`src/rtl/l2_port_scheduler.sv`:
```
// ---------------------------------------------------------------------------
// l2_port_scheduler
//
// Shares the single L2 cache port among three L1-side requesters: the data
// cache (D), the instruction cache (I) and the instruction prefetcher (PF).
// One request is latched at a time, driven onto the L2 port until l2_resp,
// and the completion pulse is routed back to the request's owner.
//
// Arbitration is fixed priority D > I > PF. A starvation guard forces an
// I grant once STARVE_LIMIT consecutive D grants have been made while the
// I-cache was waiting.
//
// Ports
//   clk, rst                     clock, synchronous active-high reset
//   d_read, d_write, d_addr,
//   d_wdata                      D-cache request (level-held until d_resp)
//   d_rdata, d_resp              D-cache read line / completion pulse
//   i_read, i_addr               I-cache read request (held until i_resp)
//   i_rdata, i_resp              I-cache read line / completion pulse
//   pf_read, pf_addr             prefetcher read request (held until pf_resp)
//   pf_rdata, pf_resp            prefetcher read line / completion pulse
//   l2_read, l2_write, l2_addr,
//   l2_wdata                     registered L2 command
//   l2_rdata, l2_resp            L2 read line / completion pulse
//
// Parameter
//   STARVE_LIMIT                 consecutive D grants (with I pending) that
//                                force the next grant to I; legal 1..15
// ---------------------------------------------------------------------------
module l2_port_scheduler #(
    parameter int STARVE_LIMIT = 8
) (
    input  logic         clk,
    input  logic         rst,

    input  logic         d_read,
    input  logic         d_write,
    input  logic [31:0]  d_addr,
    input  logic [255:0] d_wdata,
    output logic [255:0] d_rdata,
    output logic         d_resp,

    input  logic         i_read,
    input  logic [31:0]  i_addr,
    output logic [255:0] i_rdata,
    output logic         i_resp,

    input  logic         pf_read,
    input  logic [31:0]  pf_addr,
    output logic [255:0] pf_rdata,
    output logic         pf_resp,

    output logic         l2_read,
    output logic         l2_write,
    output logic [31:0]  l2_addr,
    output logic [255:0] l2_wdata,
    input  logic [255:0] l2_rdata,
    input  logic         l2_resp
);

    // FSM encoding
    localparam logic [1:0] S_IDLE = 2'd0;
    localparam logic [1:0] S_BUSY = 2'd1;
    localparam logic [1:0] S_GAP  = 2'd2;

    // Owner encoding of the latched transaction
    localparam logic [1:0] OWN_D  = 2'd0;
    localparam logic [1:0] OWN_I  = 2'd1;
    localparam logic [1:0] OWN_PF = 2'd2;

    localparam logic [3:0] LIMIT = 4'(STARVE_LIMIT);

    // -----------------------------------------------------------------------
    // State
    // -----------------------------------------------------------------------
    logic [1:0]   r_state;
    logic [1:0]   r_owner;
    logic         r_l2_read;
    logic         r_l2_write;
    logic [31:0]  r_l2_addr;
    logic [255:0] r_l2_wdata;
    logic [3:0]   r_starve_cnt;

    // -----------------------------------------------------------------------
    // Arbitration (evaluated every cycle, used only in IDLE)
    // -----------------------------------------------------------------------
    logic         w_grant;
    logic [1:0]   w_gnt_owner;
    logic         w_gnt_write;
    logic [31:0]  w_gnt_addr;
    logic [255:0] w_gnt_wdata;
    logic [3:0]   w_starve_next;
    logic [3:0]   w_starve_inc;
    logic         w_starved;

    // Saturating increment; the counter never exceeds LIMIT.
    assign w_starve_inc = (r_starve_cnt >= LIMIT) ? LIMIT : r_starve_cnt + 4'd1;
    assign w_starved    = i_read && (r_starve_cnt == LIMIT);

    always_comb begin
        w_grant       = 1'b0;
        w_gnt_owner   = OWN_D;
        w_gnt_write   = 1'b0;
        w_gnt_addr    = d_addr;
        w_gnt_wdata   = '0;
        w_starve_next = r_starve_cnt;

        if (w_starved) begin
            // Starvation guard overrides the D priority.
            w_grant       = 1'b1;
            w_gnt_owner   = OWN_I;
            w_gnt_addr    = i_addr;
            w_starve_next = 4'd0;
        end else if (d_write) begin
            // Write wins over a simultaneous read (that pairing is illegal
            // input, but it must resolve deterministically).
            w_grant       = 1'b1;
            w_gnt_owner   = OWN_D;
            w_gnt_write   = 1'b1;
            w_gnt_addr    = d_addr;
            w_gnt_wdata   = d_wdata;
            w_starve_next = i_read ? w_starve_inc : 4'd0;
        end else if (d_read) begin
            w_grant       = 1'b1;
            w_gnt_owner   = OWN_D;
            w_gnt_addr    = d_addr;
            w_starve_next = i_read ? w_starve_inc : 4'd0;
        end else if (i_read) begin
            w_grant       = 1'b1;
            w_gnt_owner   = OWN_I;
            w_gnt_addr    = i_addr;
            w_starve_next = 4'd0;
        end else if (pf_read) begin
            // Prefetcher is read-only and does not touch the starve counter.
            w_grant       = 1'b1;
            w_gnt_owner   = OWN_PF;
            w_gnt_addr    = pf_addr;
        end
    end

    // -----------------------------------------------------------------------
    // Sequencer
    // -----------------------------------------------------------------------
    always_ff @(posedge clk) begin
        if (rst) begin
            // Any in-flight L2 transaction is abandoned; the L2 is reset too.
            r_state      <= S_IDLE;
            r_owner      <= OWN_D;
            r_l2_read    <= 1'b0;
            r_l2_write   <= 1'b0;
            r_l2_addr    <= '0;
            r_l2_wdata   <= '0;
            r_starve_cnt <= '0;
        end else begin
            case (r_state)
                S_IDLE: begin
                    if (w_grant) begin
                        r_state      <= S_BUSY;
                        r_owner      <= w_gnt_owner;
                        r_l2_read    <= ~w_gnt_write;
                        r_l2_write   <= w_gnt_write;
                        r_l2_addr    <= w_gnt_addr;
                        r_l2_wdata   <= w_gnt_wdata;
                        r_starve_cnt <= w_starve_next;
                    end
                end
                S_BUSY: begin
                    // Command stays up through the l2_resp cycle and drops
                    // on the following edge. Requester inputs are not looked
                    // at here, so nothing in flight can be aborted.
                    if (l2_resp) begin
                        r_state    <= S_GAP;
                        r_l2_read  <= 1'b0;
                        r_l2_write <= 1'b0;
                    end
                end
                S_GAP: begin
                    // Dead cycle: lets the owner drop its level-held request
                    // before the next arbitration sees it.
                    r_state <= S_IDLE;
                end
                default: begin
                    r_state    <= S_IDLE;
                    r_l2_read  <= 1'b0;
                    r_l2_write <= 1'b0;
                end
            endcase
        end
    end

    // -----------------------------------------------------------------------
    // Outputs
    // -----------------------------------------------------------------------
    logic w_busy_resp;

    // l2_resp outside BUSY is ignored.
    assign w_busy_resp = l2_resp && (r_state == S_BUSY);

    assign d_resp  = w_busy_resp && (r_owner == OWN_D);
    assign i_resp  = w_busy_resp && (r_owner == OWN_I);
    assign pf_resp = w_busy_resp && (r_owner == OWN_PF);

    // Read data is broadcast; only the owner's resp qualifies it.
    assign d_rdata  = l2_rdata;
    assign i_rdata  = l2_rdata;
    assign pf_rdata = l2_rdata;

    assign l2_read  = r_l2_read;
    assign l2_write = r_l2_write;
    assign l2_addr  = r_l2_addr;
    assign l2_wdata = r_l2_wdata;

endmodule

```
`config.mk`:
```
export PLATFORM = sky130hd
export DESIGN_NAME = l2_port_scheduler
export DESIGN_NICKNAME = d
export VERILOG_FILES = /design/src/rtl/l2_port_scheduler.sv
export SDC_FILE = /design/constraint.sdc
export NUM_CORES = 1
export LEC_CHECK = 0
export BUFFER_PORTS_ARGS = -buffer_cell sky130_fd_sc_hd__clkbuf_2
export CORE_AREA = 2 2 644 646
export DETAILED_ROUTE_END_ITERATION = 8
export DIE_AREA = 0 0 646 648
export HOLD_SLACK_MARGIN = 0.1
export PLACE_DENSITY_LB_ADDON = 0.05
export REMOVE_ABC_BUFFERS = 1
export SLEW_MARGIN = 20
export SYNTH_ARGS = -nofsm -noshare
export SYNTH_HDL_FRONTEND = slang
export SYNTH_SLANG_ARGS = --single-unit
export TNS_END_PERCENT = 20
```
`constraint.sdc`:
```
create_clock -name clk -period 4.4 [get_ports clk]
set_input_delay 0.44 -clock clk [delete_from_list [all_inputs] [get_ports clk]]
set_output_delay 0.44 -clock clk [all_outputs]
set_load 0.02 [all_outputs]
```
After elaboration in Yosys (flattened, before gate mapping)
Index checks and enable logic that the tools add are counted.
{ "totals": {"regBits": 298, "input_bits": 615, "out_inout_bits": 1061, "word_cells": 63} }
{ "classes": {"addsub": 1, "order_cmp": 1, "n_eq_ne": 7, "mux": 33, "bitwise": 2, "reduce_logical": 12} }
{ "ops": {"columns": ["operator", "count"], "rows": [
  ["two-way mux 256 bit", 2],
  ["two-way mux 32 bit", 5],
  ["two-way mux 4 bit", 6],
  ["two-way mux 2 bit", 7],
  ["two-way mux 1 bit", 10],
  ["one-hot mux 1 bit (3 select lines)", 2],
  ["AND reduction 3 bit", 2],
  ["logical AND 1 bit", 5],
  ["adder 4 x 1 -> 4 bit, second input constant", 1],
  ["equality test 2 x 1 -> 1 bit, second input constant", 2],
  ["equality test 2 bit, second input constant", 2],
  ["equality test 4 bit, second input constant", 1],
  [">= comparator 4 bit, second input constant", 1],
  ["logical NOT 2 bit", 2],
  ["!= test 2 bit, second input constant", 2],
  ["one-hot mux 2 bit (2 select lines)", 1],
  ["AND reduction 2 bit", 2],
  ["nonzero test 4 bit", 1],
  ["NOT 1 bit", 2]
]} }

Logic depth before layout (Yosys ltp)
Gate-level depths: netlist of the first run.
{ "depth": {"ltp_word": 7, "mapped_depth": 8, "mapped_depth_nobuf": 6} }

Least setup slack after synthesis of the first run
OpenSTA, ideal clock, no wires.
{ "synth_timing": {"path_type": "input-to-output", "startpoint": "input port l2_resp", "endpoint": "output port i_resp", "arrival_ns": 1.296, "t_required_ns": 3.960, "slack_ns": 2.664, "path_stages": 2, "n_path_buf": 0, "cell_sequence": "nand2_1 -> nor4b_1"} }
{ "synth_between": {"elab_chain_len": 2} }
{ "synth_rtl": {"columns": ["item", "line", "source"], "rows": [
  ["start, declared", "58", "input logic l2_resp"],
  ["logical AND 1 bit", "197", "assign w_busy_resp = l2_resp && (r_state == S_BUSY);"],
  ["logical AND 1 bit", "200", "assign i_resp = w_busy_resp && (r_owner == OWN_I);"],
  ["end, declared", "46", "output logic i_resp,"]
]} }
Every way passes these cells.

Worst setup path in the final report of the first run
{ "layout_timing": {"startpoint": "register r_starve_cnt[0]", "endpoint": "register r_l2_addr[18] (netlist: l2_addr[18])"} }
{ "layout_between": {"elab_chain_len": 4, "elab_cells_between_ends": 5, "classes_between": "1 x eq/ne; 2 x mux; 2 x reduce/logical"} }
{ "layout_rtl": {"columns": ["item", "line", "source"], "rows": [
  ["start, declared", "82", "logic [3:0] r_starve_cnt;"],
  ["start signal, assigned", "164", "r_starve_cnt <= w_starve_next;"],
  ["equality test 4 bit *", "98", "assign w_starved = i_read && (r_starve_cnt == LIMIT);"],
  ["logical AND 1 bit *", "98", null],
  ["two-way mux 1 bit", "108", "if (w_starved) begin"],
  ["AND reduction 2 bit (no line)", null, null],
  ["end signal, assigned", "162", "r_l2_addr <= w_gnt_addr;"],
  ["end, declared", "80", "logic [31:0] r_l2_addr;"]
]} }
Mark *: on every way between the ends. The rest lies on a longest branch, timed or not.
A chain may end at the register's enable or synchronous reset.

==> results of run 1 <==
-- worst paths after layout --
check	from	endpoint	slack [ns]
min	d_addr[29]	l2_addr[29]	0.22
max reg2reg	r_starve_cnt[0]	l2_addr[18]	1.27
min reg2reg	l2_wdata[216]	l2_wdata[216]	0.47
max	r_starve_cnt[0]	l2_addr[18]	1.27
-- cell usage after synthesis, types with 3 or more instances --
master,count,share of area
buf_4,772,0.36
dfxtp_1,298,0.37
a22o_1,256,0.14
nor2_1,39,0.0092
a21oi_1,37,0.012
o21ai_0,35,0.011
buf_2,34,0.011
a211oi_1,33,0.016
and2_1,33,0.013
a21boi_0,32,0.015
clkbuf_1,24,0.0056
buf_6,23,0.016
nand2_1,5,0.0012
nor3_1,4,0.0013
inv_1,3,0.00070
nor4b_1,3,0.0016
-- registers in the layout, indices dropped and copies added (netlist names) --
name	count
r_starve_cnt	4
r_owner	2
l2_read	1
l2_write	1
l2_wdata	256
l2_addr	32
r_state	2
-- cell families after synthesis --
| kind of cell | count (synthesis) | share of synthesized area |
|---|---|---|
| buffers and inverters | 856 | 0.396 |
| AO/OA/AOI/OAI | 401 | 0.198 |
| flip-flops | 298 | 0.373 |
| adder cells (fa/ha/maj) | 2 | 0.00157 |
| AND/OR/NAND/NOR | 94 | 0.0314 |
-- worst min-delay path, cell delays in order --
cell and delay, ns:
clkbuf_2 0.08, a21boi_0 0.11, o21ai_0 0.19, a211oi_1 0.09
-- report_power, final --
| part | internal (mW) | switching, mW | leakage, nW |
|---|---|---|---|
| combinational | 0.613 | 1.03 | 5.65 |
| sequential | 2.88 | 0.114 | 2.44 |
| clock | 2.50 | 1.96 | 0.830 |
-- per-layer routing --
layer  global-route usage  part of all wire
met1                0.113              0.20
met2                0.301              0.42
met3                0.236              0.25
met4                0.167              0.10
met5                0.164             0.022
-- metrics by stage --
stage          std cells  hold slack (ns)  setup TNS [ns]  total power [mW]  setup WS, ns
2_1_floorplan        798            0.455        -1506.19              3.58         -5.86
3_3_place_gp        6956            0.456               0              4.52          1.44
3_5_place_dp        6956            0.455               0              4.49          1.38
4_1_cts             7352            0.100               0              9.53          1.10
5_1_grt             7362            0.181               0              9.59         0.946
6_report            7366            0.219               0              9.10          1.27
-- cell type report --
| class | count | area share |
|---|---|---|
| antenna | 14 | 0.00141 |
| sequential | 298 | 0.240 |
| timing repair buffer | 986 | 0.265 |
| clock inverter | 19 | 0.00895 |
| multi-input combinational | 497 | 0.149 |
| tap | 5474 | 0.275 |
| inverter | 3 | 0.000453 |
| clock buffer | 75 | 0.0594 |
-- repair_timing --
item / 4_1_cts / 5_1_grt
hold buffers: 302 / 0
setup buffers: 0 / 0
hold endpoints to repair: 281 / 0
==> qor.txt, run 1 <==
Status: complete, no violations
Seq/Total Area, Yosys: 0.373
Initial DRC count: 1527
Initial Util: 0.0388
Final clock skew: 0.105 ns
Fraction of registers with async set/reset: 0
Drt total wl: 433 mm
Ratio of cells with drive above 1 in the final layout: 0.411
CTS tree: done
Crit path largest cell delay: 0.78 ns
Dpl cell area: 0.0201 sq mm
# setup viols final: 0
CP most frequent cell: buf_4
Peak supply drop: 0.314 mV
CP top delay family: buffers and inverters
Fin. max-slew vios: 0
Design Area, Final: 0.0249 sq mm
Vias: 16.4k
Hold Fails Final Rpt: 0
GRT Util Overall: 0.200
Final design utilization: 0.0604
Clock latency on the worst-skew pair: 0.73 ns
# clock sinks: 298
Synth cell types: 32
Slew HR: 0.442
WP buf/inv: 4
IO Count: 1676
RSZ-0062 raised after global routing: no
Nets: 2456
Multi-input logic area: 0.00371 sq mm
Crit Path Max Fanout: 35
Yosys warns: 0
EDFF count, synth: 0
Largest net degree at the start of global routing: 93
Core area: 0.412 sq mm
First-pass GRT wire length: 470 mm
Slowest cell on crit path: a21bo_2
Hold path cells: 4
Tmin final: 3.13 ns
Remaining global-route overflow: 0
Sequential Area: 0.00597 sq mm
CP Depth: 9
Cell count of the worst reg-to-reg path: 9
# DRC: 0
Cells after Synth: 1651
Area growth, synth to finish: 55.7%
Clock-pin slew on the worst setup and hold paths: 0.06 ns
Most common cell after layout, fill and taps aside: clkbuf_2
Yosys reg bits: 298
Syn Area/Cell: 9.68 sq um
CTS resizes: 0
Port Buf Inserts: 651
Pin slew with the least headroom to its limit: 0.829 ns
Die footprint: 0.419 sq mm
Vias per cell: 2.23
Clock buffer count from CTS: 53
CTS Root Cell: clkbuf_16
Clock buffer depth: 3
Die W: 646 microns
Die Y: 648 microns
Achievable Freq: 320 MHz
TritonRoute pass-1 iters: 4
HPWL Detailed: 370 mm
Mapped Area: 0.0160 sq mm
Critical path data required time: 5.08 ns
Crit path capture type: flip-flop
Filler Cell Count: 48.6k
Final period util: 0.711
Gpl congestion: 0.759
Crit path cell chain: inv_1 > ha_1 > nand4b_1 > buf_4 > a21bo_2 > buf_4 > a21oi_1 > a211oi_1 > dlygate4sd3_1
Pleak: 8.92 nW
Initial antenna violation count: 60
WL/cell: 58.8 microns
Post-route ant nets: 0
Cell Pwr Density: 366 mW/mm^2
Max Cap Viol: 0
Crit Path Class: reg -> reg
Row cnt: 236
Ys flop type: dfxtp_1
HP Class: in -> reg
Most frequent cells in the layout: 651 x clkbuf_2, 302 x dlygate4sd3_1, 298 x dfxtp_1
Vias in the first global route: 14.7k
Worst EP arrival: 3.81 ns
Worst setup SP type: flip-flop
# H-tree levels: 2
Power figures use the tool's default switching activity.
==> run 2, diff against run 1 <==
Settings changed: CORE_AREA 2 2 644 646 to 2 2 651 653, DIE_AREA 0 0 646 648 to 0 0 653 655.
Clock period 4.4 ns to 2.6 ns, I/O delays scaled along.
==> run 2 against run 1 <==
- register-to-register slack lost 1.1 ns
- clock power increased by 73%
- hold slack worse by 0.022 ns
- total power rose by 72%
- sequential power increased by 70%
- flip-flop and latch count did not move
- final cell count is 1.5% higher
- wire length shrank 0.31%
- fmax rose by 31%
- core utilization hardly changed
- critical endpoint is now l2_addr[11]
- largest power group unchanged
- highest routed layer unchanged
==> qor.txt, run 2 (synthesis gave the netlist of run 1 again) <==
CP startpoint: r_starve_cnt[0]
Final clock skew: 0.0839 ns
# clock sinks: 298
Gpl congestion: 0.727
Worst R2R Start: r_starve_cnt[0]
# H-tree levels: 2
Peak supply drop: 0.551 mV
Crit Path Class: reg -> reg
Filler Cell Count: 49.7k
Pleak: 9.17 nW
Most common cell after layout, fill and taps aside: clkbuf_2
Clock-pin slew on the worst setup and hold paths: 0.06 ns
Setup slack at placement: 0.326 ns
RSZ-0062 raised after global routing: yes
Hold Startpoint: d_addr[9]
Row cnt: 239
Vias per cell: 2.20
Cell Pwr Density: 612 mW/mm^2
CP endpoint: l2_addr[11]
GR peak layer: met2
# DRC: 0
Drt total wl: 432 mm
Post-route ant nets: 0
Critical path data required time: 3.28 ns
TritonRoute pass-1 iters: 4
WL/cell: 57.7 microns
Tmin final: 2.39 ns
Die W: 653 microns
Die Y: 655 microns
Initial Util: 0.0379
Port Buf Inserts: 651
Core area: 0.422 sq mm
Achievable Freq: 418 MHz
Post-CTS setup buffer count: 0
First-pass GRT wire length: 468 mm
Die footprint: 0.428 sq mm
Largest net degree at the start of global routing: 41
Most frequent cells in the layout: 651 x clkbuf_2, 333 x dlygate4sd3_1, 298 x dfxtp_1
Crit path capture type: flip-flop
Slew HR: 0.529
Remaining global-route overflow: 0
Hold Fails Final Rpt: 0
CTS Root Cell: clkbuf_16
Met1 Use GR: 0.116
Area growth, synth to finish: 60.1%
Worst setup SP type: flip-flop
Clock latency on the worst-skew pair: 0.73 ns
HP Class: in -> reg
Max FFs per register: 256
GRT Util Overall: 0.195
Routing usage on met2: 0.294
Crit Path Max Fanout: 10
Pin slew with the least headroom to its limit: 0.707 ns
Ratio of cells with drive above 1 in the final layout: 0.408
Max Cap Viol: 0
Reg-to-Reg End: l2_addr[11]
Design Power: 15.7 mW
Nets: 2498
Clock buffer depth: 3
Initial antenna violation count: 53
Clock buffer count from CTS: 53
Initial DRC count: 1674
Flop-to-flop setup slack: 0.21 ns
Vias: 16.4k
Final period util: 0.920
Final WS setup: 0.207 ns
Grt met3 use: 0.229
CTS tree: done
Status: complete, no violations
Vias in the first global route: 14.4k
# setup viols final: 0
Fin. max-slew vios: 0
Cell count of the worst reg-to-reg path: 8
HPWL Detailed: 369 mm
Worst EP arrival: 3.08 ns
IO Count: 1676
==> run 2: changes by cell type in the layout (fill, tap and decap cells not counted), moves of 2 or more <==
cell           change
dlygate4sd3_1     +31
buf_12            +13
clkbuf_8           +6
clkinv_2           -5
buf_4              -4
buf_6              +2
clkbuf_1           +2
diode_2            -2
==> run 2: per-layer routing <==
layer | up-vias | routed length, microns
met5 | - | 8430
met4 | 129 | 40500
met3 | 478 | 107000
met2 | 3288 | 184000
met1 | 7157 | 91800
li1 | 5372 | -
==> run 2: cell type report <==
class	instances	area, sq um	share of cell area
clock inverter	12	181	0.00709
tap	5543	6940	0.271
clock buffer	83	1570	0.0613
timing repair buffer	1028	7170	0.280
antenna	12	30.0	0.00117
sequential	298	5970	0.233
inverter	3	11.3	0.000440
multi-input combinational	497	3720	0.145
==> run 2: critical path, stage by stage, from the launching register on <==
cell and delay, ns:
dfxtp_1 0.32, inv_1 0.10, ha_1 0.15, nand4b_1 0.23
a21bo_4 0.40, buf_4 0.22, a21oi_1 0.09, a211oi_1 0.24
dlygate4sd3_1 0.58
==> run 2: repair_timing <==
action | in CTS | in global routing
gates resized for setup | 0 | 3
hold endpoints to repair | 295 | 0
setup endpoints to repair | 0 | 21
hold buffers | 333 | 0
==> run 2: stage by stage <==
| stage | hold WS [ns] | cells | area (sq um) | TNS, ns | utilization |
|---|---|---|---|---|---|
| 2_1_floorplan | 0.329 | 798 | 9660 | -1968.79 | - |
| 3_3_place_gp | 0.456 | 7036 | 20500 | 0 | 0.0485 |
| 3_5_place_dp | 0.453 | 7036 | 20500 | 0 | 0.0485 |
| 4_1_cts | 0.143 | 7464 | 25500 | 0 | 0.0606 |
| 5_1_grt | 0.185 | 7470 | 25600 | -0.000566 | 0.0606 |
| 6_report | 0.197 | 7476 | 25600 | 0 | 0.0607 |
==> run 2: where the power goes <==
part | total, mW | switching (mW) | internal, mW
clock network | 7.74 | 3.33 | 4.41
registers | 5.07 | 0.192 | 4.87
logic | 2.86 | 1.74 | 1.12
==> run 2: how the worst min path moves through the flow <==
stage                      endpoint  slack (ns)  depth (start not counted)
floorplan           r_starve_cnt[1]        0.33                          1
global placement      l2_wdata[238]        0.46                          1
detailed placement    l2_wdata[181]        0.45                          1
CTS                      l2_addr[9]        0.14                          5
global route             l2_addr[9]        0.18                          5
finish                   l2_addr[9]        0.20                          5
